<file path="config.mk">
export PLATFORM = sky130hd
export DESIGN_NAME = tm_key_debounce
export DESIGN_NICKNAME = d
export VERILOG_FILES = /design/src/rtl/tm_key_debounce.sv
export SDC_FILE = /design/constraint.sdc
export NUM_CORES = 1
export LEC_CHECK = 0
export ABC_CLOCK_PERIOD_IN_PS = 4550
export CAP_MARGIN = 20
export CORE_ASPECT_RATIO = 0.9
export CORE_MARGIN = 1.5
export CORE_UTILIZATION = 30
export DETAILED_ROUTE_END_ITERATION = 12
export SKIP_CTS_REPAIR_TIMING = 1
export SLEW_MARGIN = 0
export SYNTH_ARGS = -nofsm -noshare
export SYNTH_HDL_FRONTEND = slang
export SYNTH_SLANG_ARGS = --single-unit
</file>
<file path="constraint.sdc">
create_clock -name clk -period 4.55 [get_ports clk]
set_clock_uncertainty 0.1 [all_clocks]
set_input_delay 0.455 -clock clk [delete_from_list [all_inputs] [get_ports clk]]
set_output_delay 0.455 -clock clk [all_outputs]
set_load 0.02 [all_outputs]
</file>
<file path="src/rtl/tm_key_debounce.sv">
// Debounces the TM1638 raw key bitmap into clean levels and press/release strobes,
// and queues key-press codes in a small FIFO behind a valid/ready handshake.
module tm_key_debounce #(
  parameter int clk_mhz     = 27,
  parameter int w_key       = 8,
  parameter int debounce_ms = 10,
  parameter int fifo_depth  = 4
) (
  input  logic                     clk,
  input  logic                     rst_n,
  input  logic [w_key-1:0]         key_raw,
  output logic [w_key-1:0]         key_state,
  output logic [w_key-1:0]         key_press,
  output logic [w_key-1:0]         key_release,
  output logic                     ev_valid,
  input  logic                     ev_ready,
  output logic [$clog2(w_key)-1:0] ev_code,
  output logic                     ev_overflow
);

  localparam int TICK_CYCLES = clk_mhz * 1000;
  localparam int PW          = $clog2(TICK_CYCLES);
  localparam int CW          = $clog2(debounce_ms + 1);
  localparam int KW          = $clog2(w_key);
  localparam int AW          = $clog2(fifo_depth);

  localparam logic [PW-1:0] PRESC_LAST = PW'(TICK_CYCLES - 1);
  localparam logic [CW-1:0] CNT_LAST   = CW'(debounce_ms - 1);

  logic [PW-1:0]             presc_q, presc_d;
  logic                      tick_q, tick_d;
  logic [w_key-1:0]          raw_q, raw_d;
  logic [w_key-1:0][CW-1:0]  cnt_q, cnt_d;
  logic [w_key-1:0]          key_state_q, key_state_d;
  logic [w_key-1:0]          state_prev_q, state_prev_d;
  logic [w_key-1:0]          key_press_q, key_press_d;
  logic [w_key-1:0]          key_release_q, key_release_d;
  logic [w_key-1:0]          pend_q, pend_d;
  logic                      ovf_q, ovf_d;
  logic [AW:0]               wr_ptr_q, wr_ptr_d;
  logic [AW:0]               rd_ptr_q, rd_ptr_d;
  logic [KW-1:0]             mem [fifo_depth];

  logic                      fifo_empty;
  logic                      fifo_full;
  logic                      pop;
  logic                      push;
  logic                      sel_found;
  logic [KW-1:0]             sel_idx;
  logic [w_key-1:0]          clear_mask;

  always_comb begin
    presc_d = (presc_q == PRESC_LAST) ? '0 : presc_q + PW'(1);
    tick_d  = (presc_q == PRESC_LAST);
    raw_d   = key_raw;
  end

  // Counters only move on the 1 ms tick, so a level must persist debounce_ms samples to flip.
  always_comb begin
    key_state_d = key_state_q;
    cnt_d       = cnt_q;
    if (tick_q) begin
      for (int i = 0; i < w_key; i++) begin
        if (raw_q[i] == key_state_q[i]) begin
          cnt_d[i] = '0;
        end else if (cnt_q[i] == CNT_LAST) begin
          key_state_d[i] = ~key_state_q[i];
          cnt_d[i]       = '0;
        end else begin
          cnt_d[i] = cnt_q[i] + CW'(1);
        end
      end
    end
  end

  always_comb begin
    state_prev_d  = key_state_q;
    key_press_d   = key_state_q & ~state_prev_q;
    key_release_d = ~key_state_q & state_prev_q;
  end

  always_comb begin
    fifo_empty = (wr_ptr_q == rd_ptr_q);
    fifo_full  = (wr_ptr_q[AW] != rd_ptr_q[AW]) &&
                 (wr_ptr_q[AW-1:0] == rd_ptr_q[AW-1:0]);
    pop        = !fifo_empty && ev_ready;
  end

  // Lowest-index pending key wins; scanning downward lets the last hit be the lowest.
  always_comb begin
    sel_idx   = '0;
    sel_found = 1'b0;
    for (int i = w_key - 1; i >= 0; i--) begin
      if (pend_q[i]) begin
        sel_idx   = KW'(i);
        sel_found = 1'b1;
      end
    end
  end

  // A new press on a bit that is already pending (even one being pushed now) is merged and flagged.
  always_comb begin
    push       = sel_found && (!fifo_full || pop);
    clear_mask = '0;
    if (push) begin
      clear_mask[sel_idx] = 1'b1;
    end
    pend_d   = (pend_q & ~clear_mask) | key_press_q;
    ovf_d    = ovf_q | (|(key_press_q & pend_q));
    wr_ptr_d = wr_ptr_q + (AW + 1)'(push);
    rd_ptr_d = rd_ptr_q + (AW + 1)'(pop);
  end

  always_ff @(posedge clk) begin
    if (!rst_n) begin
      presc_q       <= '0;
      tick_q        <= 1'b0;
      raw_q         <= '0;
      cnt_q         <= '0;
      key_state_q   <= '0;
      state_prev_q  <= '0;
      key_press_q   <= '0;
      key_release_q <= '0;
      pend_q        <= '0;
      ovf_q         <= 1'b0;
      wr_ptr_q      <= '0;
      rd_ptr_q      <= '0;
    end else begin
      presc_q       <= presc_d;
      tick_q        <= tick_d;
      raw_q         <= raw_d;
      cnt_q         <= cnt_d;
      key_state_q   <= key_state_d;
      state_prev_q  <= state_prev_d;
      key_press_q   <= key_press_d;
      key_release_q <= key_release_d;
      pend_q        <= pend_d;
      ovf_q         <= ovf_d;
      wr_ptr_q      <= wr_ptr_d;
      rd_ptr_q      <= rd_ptr_d;
    end
  end

  always_ff @(posedge clk) begin
    if (push) begin
      mem[wr_ptr_q[AW-1:0]] <= sel_idx;
    end
  end

  // Storage is never cleared, so the head is masked to keep ev_code at 0 while empty.
  always_comb begin
    key_state   = key_state_q;
    key_press   = key_press_q;
    key_release = key_release_q;
    ev_valid    = !fifo_empty;
    ev_code     = fifo_empty ? '0 : mem[rd_ptr_q[AW-1:0]];
    ev_overflow = ovf_q;
  end

endmodule

</file>
# Word-level counts from Yosys, hierarchy flattened
# Memory sizes are Yosys's and may differ from the RTL's. A register that Yosys moved wholly into a read port is not among the register bits.
# Cells that the tools add are included.
# op_classes
n_eq_ne	20
add_sub_neg	11
bitwise_logic	26
reduce_logical	17
magnitude_cmp	2
mux	39
# ops
cell	count
2-to-1 mux 4 bit	16
adder 4 x 1 -> 4 bit, second input constant	8
AND 8 bit	4
== test 4 bit, second input constant	8
2-to-1 mux 3 bit	9
NOT 8 bit	3
AND reduction 3 bit	8
NOT 1 bit	17
adder 15 x 1 -> 15 bit, second input constant	1
== test 15 bit, second input constant	1
2-to-1 mux 1 bit	11
== test 1 bit	8
2-to-1 mux 8 bit	1
bitwise OR 8 bit	1
OR reduction 8 bit	1
adder 3 x 1 -> 3 bit	2
logical AND 1 bit	4
< comparator 3 x 4 -> 1 bit, second input constant	1
demux 1 bit (select 3 bit)	1
== test 3 bit	1
greater-or-equal comparator 3 x 1 -> 1 bit, second input constant	1
== test 2 bit	1
logical NOT 1 bit	2
2-to-1 mux 2 bit	1
4 further kinds	4
# totals
out_inout_bits	29
ff_bits	103
word_cells	142
mem_bits_rw	12
input_bits	11
n_memories	1
# memory_table
memory	words	width	rd	rd_clocked_by_memory_dff	write_ports	line_no	rtl
mem	4	3	1	1	1	42	logic [KW-1:0] mem [fifo_depth];

# Longest topological paths before layout
# Gate-level depths: netlist of run 1.
# logic_depth
ltp_word	16
ltp_mapped	9
depth_no_buf	8

# Least setup slack after synthesis of run 1
# Ideal clock, no wire load.
# synth_path
path_type	register to register
start	register rd_ptr_q[0]
end	register wr_ptr_q[1]
period_less_slack_ps	2026
arrival_ps	1811
setup_ps	115
path_slack_ps	2524
n_path_buf	0
required_ps	4335
path_stages_with_launch	8
cell_sequence	dfxtp_1 > xor2_1 > or4_4 > nand2_1 > inv_1 > ha_1 > ha_1 > and2_1
# synth_between
elab_chain_cells	6
elab_cells_between_ends	9
# synth_rtl
item	line_no	rtl
start, declared	41	logic [AW:0] rd_ptr_q, rd_ptr_d;
start signal, assigned	140	rd_ptr_q <= rd_ptr_d;
== test 3 bit / == test 2 bit (equally long branches)	83, 85	
logical NOT 1 bit / logical AND 1 bit (equally long branches)	86, 84	
logical AND 1 bit / logical NOT 1 bit (equally long branches)	86, 103	
logical OR 1 bit (*)	103	push = sel_found && (!fifo_full || pop);
logical AND 1 bit (*)	103	
adder 3 x 1 -> 3 bit (*)	110	wr_ptr_d = wr_ptr_q + (AW + 1)'(push);
named net wr_ptr_d[1]	40	logic [AW:0] wr_ptr_q, wr_ptr_d;
end signal, assigned	139	wr_ptr_q <= wr_ptr_d;
end, declared	40	
# Mark *: on every way through the listed nets, which the timed path passes. The rest lies on a longest branch.
# A chain may end at the register's enable or synchronous reset.

# Worst setup path after layout of run 1
# layout_path
start	register rd_ptr_q[0]
end	output port ev_code[2]
# layout_between
elab_chain_cells	2
# layout_rtl
item	line_no	rtl
== test 3 bit	83	fifo_empty = (wr_ptr_q == rd_ptr_q);
2-to-1 mux 3 bit	156	ev_code = fifo_empty ? '0 : mem[rd_ptr_q[AW-1:0]];
end, declared	17	output logic [$clog2(w_key)-1:0] ev_code,
# Every way passes these cells.

==> results.py, run 1 <==
metrics = {
    "run_status": {
        "status": "finished, final reports clean",
    },
    "power_and_ir_drop": {
        "comb_power_share": 0.015,
        "switching_power_mw": 0.446,
        "clkPwrFrac": 0.551,
        "leakagePower_nw": 2.23,
        "p_seq_frac": 0.434,
        "swShare": 0.187,
        "ir_drop_mv": 0.307,
        "internal_power_mw": 1.94,
        "power_density_nw_per_um2": 400,
    },
    "timing": {
        "maxSlewViolCount": 0,
        "fin_ws_ns": 1.73,
        "timing.final.hold_violations": 0,
        "slew_headroom": 0.463,
        "setup_tns_ns": 0,
        "rsz0062_at_grt": "no",
        "max_slew.worst_pin.slew_ns": 0.805,
        "setup_viol": 0,
        "fmax_mhz": 355,
        "final.min_clock_period_ns": 2.82,
        "final.period_utilization": 0.620,
    },
    "hold_path": {
        "hp-class": "register to register",
    },
    "place": {
        "pre_cts_slack_ns": 1.99,
        "dp.cells": 722,
        "hpwl_um": 6470,
        "io_buffers": 39,
        "gp_congestion": 0.801,
    },
    "yosys": {
        "synth.avg_cell_area_um2": 9.65,
        "synth_async_sr_flop_share": 0,
        "ys_ff_latch": 115,
        "synth_flop_cell": "dfxtp_1",
        "synth_nets": 524,
        "yosys_warnings": 0,
        "synthCells": 496,
        "synthSimpleGateAreaFrac": 0.239,
        "synth.most_common_cell": "dfxtp_1",
        "syn_area_um2": 4780,
        "synth_fa_ha_area_frac": 0.0445,
        "synth_xor_area_frac": 0.0677,
        "synthMuxAreaShare": 0.0246,
        "yosys.area.top_type": "dfxtp_1",
        "ys_seq_area_frac": 0.506,
        "synth_area_leaders": "dfxtp_1 43%, edfxtp_1 7.5%, ha_1 4.4%, xnor2_1 4.2%, nor2_1 4.2%",
        "synth_compound_area_frac": 0.0884,
        "synth_top_family_by_area": "simple AND/OR/NAND/NOR gates",
        "synth_top_area_share": 0.431,
        "synth_edf_count": 12,
        "synth_commonest_cells": "103 x dfxtp_1, 53 x nor2_1, 41 x nand2_1, 24 x and2_1, 23 x xnor2_1",
        "yosysUniqueCellTypes": 48,
    },
    "critical_path": {
        "end_kind": "primary output",
        "path_max_fanout": 5,
        "crit_arrival_ns": 2.27,
        "crit_path_start_kind": "register",
        "crit_type": "register to primary output",
        "crit_required_ns": 3.99,
    },
    "clock_network": {
        "cts_inserted_buffers": 17,
        "cts_tree": "built",
        "cts-root-buf": "clkbuf_16",
        "clk_path_buf_depth": 2,
        "cts-htree-levels": 4,
        "cts.sink_count": 115,
        "clk_pin_slew_worst_paths_ns": 0.05,
        "clock_latency_ns": 0.41,
    },
    "floorplan": {
        "core.rowCount": 43,
        "dieArea_um2": 16700,
        "initial_core_util": 0.309,
        "core_um2": 15500,
        "ios": 40,
        "dieHeight_um": 123,
        "die_w_um": 136,
    },
    "global_route": {
        "grt_pass1_wl_um": 15900,
        "antenna_found_initial": 0,
        "grt_pass1_vias": 3386,
        "grt_overflow": 0,
        "track_usage": 0.122,
        "grt_max_degree": 60,
    },
    "drt": {
        "drt_first_pass_iters": 5,
        "drc": 0,
        "routed_wl_um": 9490,
        "routedWlPerCell_um": 12.6,
        "num_vias": 3556,
        "via_per_inst": 4.72,
        "drt_iter0_markers": 174,
        "ant_nets": 0,
    },
    "final_layout": {
        "area_delta_synth_final_pct": 24.5,
        "n_antenna_cell": 0,
        "drive_above_1_share": 0.0707,
        "fin_util": 0.384,
        "stdcell_count": 754,
        "final_nets": 567,
    },
    "run": {
        "maxCapViolCount": 0,
    },
}
layout by cell type (no fill, tap or decap), types with 4 or more instances in the layout:
cell type        netlist  layout
dfxtp_1              103     103
nor2_1                53      53
nand2_1               41      41
clkdlybuf4s50_1        0      38
and2_1                24      24
xnor2_1               23      23
nor3_1                21      21
a21oi_1               20      20
o21ai_0               19      19
nor2b_1               18      18
inv_1                 17      17
ha_1                  17      17
clkbuf_16              0      17
xor2_1                14      14
nand3_1               14      14
edfxtp_1              12      12
o21a_1                 8       8
and3b_1                8       8
nand4_1                6       6
clkbuf_8               0       6
clkbuf_1              13       6
nor4_1                 5       5
mux2i_1                5       5
nor3b_1                4       4
or3_1                  4       4
stage by stage:
step | hold slack [ns] | power, mW | instance area [um2]
after floorplan | 0.292 | 1.08 | 4780
after global placement | 0.300 | 1.09 | 5360
after detailed placement | 0.301 | 1.09 | 5360
after CTS | 0.316 | 2.42 | 5960
after global routing | 0.336 | 2.47 | 5960
final | 0.312 | 2.38 | 5960
worst max-delay path, cell delays in order, from the launching register on:
cell             delay (ns)
dfxtp_1                0.50
xor2_1                 0.15
nor3b_1                0.55
nor2b_1                0.10
clkdlybuf4s50_1        0.56
cell type report:
| cell class | instances | area, um2 |
|---|---|---|
| clock buffer | 29 | 531 |
| clock inverter | 3 | 65.1 |
| fill | 1528 | 9540 |
| inverter | 17 | 63.8 |
| multi-input combinational | 347 | 2220 |
| sequential | 115 | 2420 |
| tap | 202 | 253 |
| timing repair buffer | 41 | 400 |
path summary, 6_finish.rpt:
kind | start | to | slack [ns] | depth (start not counted)
max | rd_ptr_q[0] | ev_code[2] | 1.73 | 4
min | state_prev_q[4] | key_press[4] | 0.31 | 1
max reg2reg | rd_ptr_q[0] | wr_ptr_q[2] | 2.32 | 8
min reg2reg | state_prev_q[4] | key_press[4] | 0.31 | 1
routing by layer:
metal	part of all wire	vias up	track usage
met5	0	-	0
met4	0.0094	0	0.0479
met3	0.050	7	0.0434
met2	0.49	80	0.198
met1	0.45	1666	0.149
li1	-	1803	-
power by group through the flow:
stage          clock network (mW)  registers [mW]  logic (mW)
5_1_grt                      1.40            1.03      0.0401
3_3_place_gp                    0            1.05      0.0356
6_report                     1.31            1.03      0.0354
4_1_cts                      1.35            1.03      0.0361
2_1_floorplan                   0            1.05      0.0223
3_5_place_dp                    0            1.05      0.0361
logic make-up (layout without fill, tap and decap cells):
logic type | Yosys count | count (layout)
muxes | 8 | 8
DFF | 115 | 115
xor gates and xnor gates | 37 | 37
adders and majority gates | 17 | 17
AOI/OAI and AO/OA | 68 | 68
and+or+nand+nor | 217 | 217
buffers and inverters | 34 | 90
registers in the layout (all words and copies together), names as in the netlist:
signal        flops
presc_q          15
cnt_q            32
key_press         8
rd_ptr_q          3
ev_overflow       1
mem              12
pend_q            8
key_release       8
tick_q            1
state_prev_q      8
raw_q             8
key_state         8
wr_ptr_q          3
No activity file was read; power rests on OpenSTA's default activity.
==> inputs of run 2 (changes only) <==
--- a/config.mk
+++ b/config.mk
@@ -5,7 +5,7 @@
 export SDC_FILE = /design/constraint.sdc
 export NUM_CORES = 1
 export LEC_CHECK = 0
-export ABC_CLOCK_PERIOD_IN_PS = 4550
+export ABC_CLOCK_PERIOD_IN_PS = 2800
 export CAP_MARGIN = 20
 export CORE_ASPECT_RATIO = 0.9
 export CORE_MARGIN = 1.5
==> constraint.sdc (replaced) <==
create_clock -name clk -period 2.8 [get_ports clk]
set_clock_uncertainty 0.1 [all_clocks]
set_input_delay 0.28 -clock clk [delete_from_list [all_inputs] [get_ports clk]]
set_output_delay 0.28 -clock clk [all_outputs]
set_load 0.02 [all_outputs]
==> results.py, run 2 (synthesis results as in run 1) <==
metrics = {
    "final_layout": {
        "largest_reg_flops": 32,
        "seq_area_um2": 2420,
        "layout_common_cells": "103 x dfxtp_1, 53 x nor2_1, 41 x nand2_1",
        "multi_input_area_um2": 2230,
        "design_area_um2": 5950,
        "final_nets": 568,
        "area_delta_synth_final_pct": 24.3,
        "final_common_cell": "dfxtp_1",
        "n_antenna_cell": 0,
        "fillers": 1503,
        "regMostFlops": "cnt_q",
        "drive_above_1_share": 0.0743,
        "fin_util": 0.384,
    },
    "power_and_ir_drop": {
        "switching_power_mw": 0.728,
        "internal_power_mw": 3.09,
        "leakagePower_nw": 2.23,
        "power_density_nw_per_um2": 642,
        "swShare": 0.191,
        "p_seq_frac": 0.440,
        "clkPwrFrac": 0.544,
        "comb_power_share": 0.016,
        "ir_drop_mv": 0.437,
    },
    "hold_path": {
        "hp-class": "register to register",
    },
    "timing": {
        "rsz0062_at_grt": "no",
        "setup_tns_ns": 0,
        "setup_viol": 0,
        "fmax_mhz": 402,
        "final.period_utilization": 0.888,
        "max_slew.worst_pin.slew_ns": 0.674,
        "final.min_clock_period_ns": 2.49,
        "fin_ws_ns": 0.314,
        "slew_headroom": 0.550,
        "timing.final.hold_violations": 0,
        "maxSlewViolCount": 0,
    },
    "drt": {
        "drc": 0,
        "via_per_inst": 4.79,
        "drt_iter0_markers": 191,
        "num_vias": 3609,
        "drt_first_pass_iters": 4,
        "ant_nets": 0,
        "routedWlPerCell_um": 12.7,
        "routed_wl_um": 9590,
    },
    "clock_network": {
        "cts-htree-levels": 4,
        "cts_tree": "built",
        "clk_pin_slew_worst_paths_ns": 0.05,
        "clk_path_buf_depth": 2,
        "clock_latency_ns": 0.41,
        "cts_inserted_buffers": 17,
        "cts.sink_count": 115,
        "cts-root-buf": "clkbuf_16",
    },
    "floorplan": {
        "dieArea_um2": 16700,
        "initial_core_util": 0.309,
        "core_um2": 15500,
        "die_w_um": 136,
        "dieHeight_um": 123,
        "ios": 40,
        "core.rowCount": 43,
    },
    "global_route": {
        "grt_pass1_wl_um": 16400,
        "antenna_found_initial": 0,
        "grt_max_degree": 59,
        "grt_pass1_vias": 3500,
        "grt_overflow": 0,
        "track_usage": 0.126,
    },
    "critical_path": {
        "crit_path_start_kind": "register",
        "crit_buf_inv": 1,
        "crit_arrival_ns": 2.11,
        "path_max_fanout": 5,
        "crit_required_ns": 2.42,
        "cp_top_family": "multiplexers",
        "crit_slowest_cell": "mux4_2",
        "regToRegSetupSlack_ns": 0.55,
        "crit_type": "register to primary output",
        "max_stage_delay_ns": 0.54,
        "worstPathCellList": "mux4_2 > nor2b_1 > clkdlybuf4s50_1",
        "end_kind": "primary output",
    },
    "run_status": {
        "status": "finished, final reports clean",
    },
    "place": {
        "io_buffers": 39,
        "pre_cts_slack_ns": 0.464,
        "gp_congestion": 0.804,
        "hpwl_um": 6440,
        "post_dp_cell_area_um2": 5370,
    },
    "run": {
        "maxCapViolCount": 0,
    },
}
run 2: area by class of cell:
cell class	instances	area share
tap	202	0.0425
inverter	17	0.0107
clock inverter	5	0.0126
timing repair buffer	42	0.0686
sequential	115	0.407
multi-input combinational	347	0.374
clock buffer	26	0.0839
run 2: metal layers:
metal	track usage	part of all wire
met2	0.210	0.48
met1	0.150	0.46
met5	0	0
met3	0.0351	0.053
met4	0.0605	0.014
run 2: worst paths after layout:
check,start,depth (start not counted),endpoint
worst max-delay path,rd_ptr_q[0],3,ev_code[1]
worst min-delay path,state_prev_q[0],1,key_press[0]
worst max register to register,rd_ptr_q[1],7,wr_ptr_q[1]
worst min register to register,state_prev_q[0],1,key_press[0]
run 2: metrics by stage:
stage | std cells | hold slack (ns) | power, mW
4_1_cts | 754 | 0.316 | 3.87
3_3_place_gp | 723 | 0.300 | 1.77
6_report | 754 | 0.311 | 3.82
5_1_grt | 754 | 0.324 | 3.94
3_5_place_dp | 723 | 0.308 | 1.77
2_1_floorplan | 496 | 0.292 | 1.75
run 2: worst register-to-register path: stages, from the launching register on:
cell and delay (ns):
dfxtp_1 0.46, xor2_1 0.17, or4_4 0.59, nand2_1 0.14
inv_1 0.07, ha_1 0.19, ha_1 0.28, and2_1 0.15
run 2: power groups by stage:
stage / combinational (mW) / clock [mW] / sequential [mW]
final: 0.0594 / 2.08 / 1.68
after CTS: 0.0607 / 2.12 / 1.68
after global routing: 0.0669 / 2.20 / 1.68
after detailed placement: 0.0602 / 0 / 1.71
after global placement: 0.0597 / 0 / 1.71
after floorplan: 0.0362 / 0 / 1.71
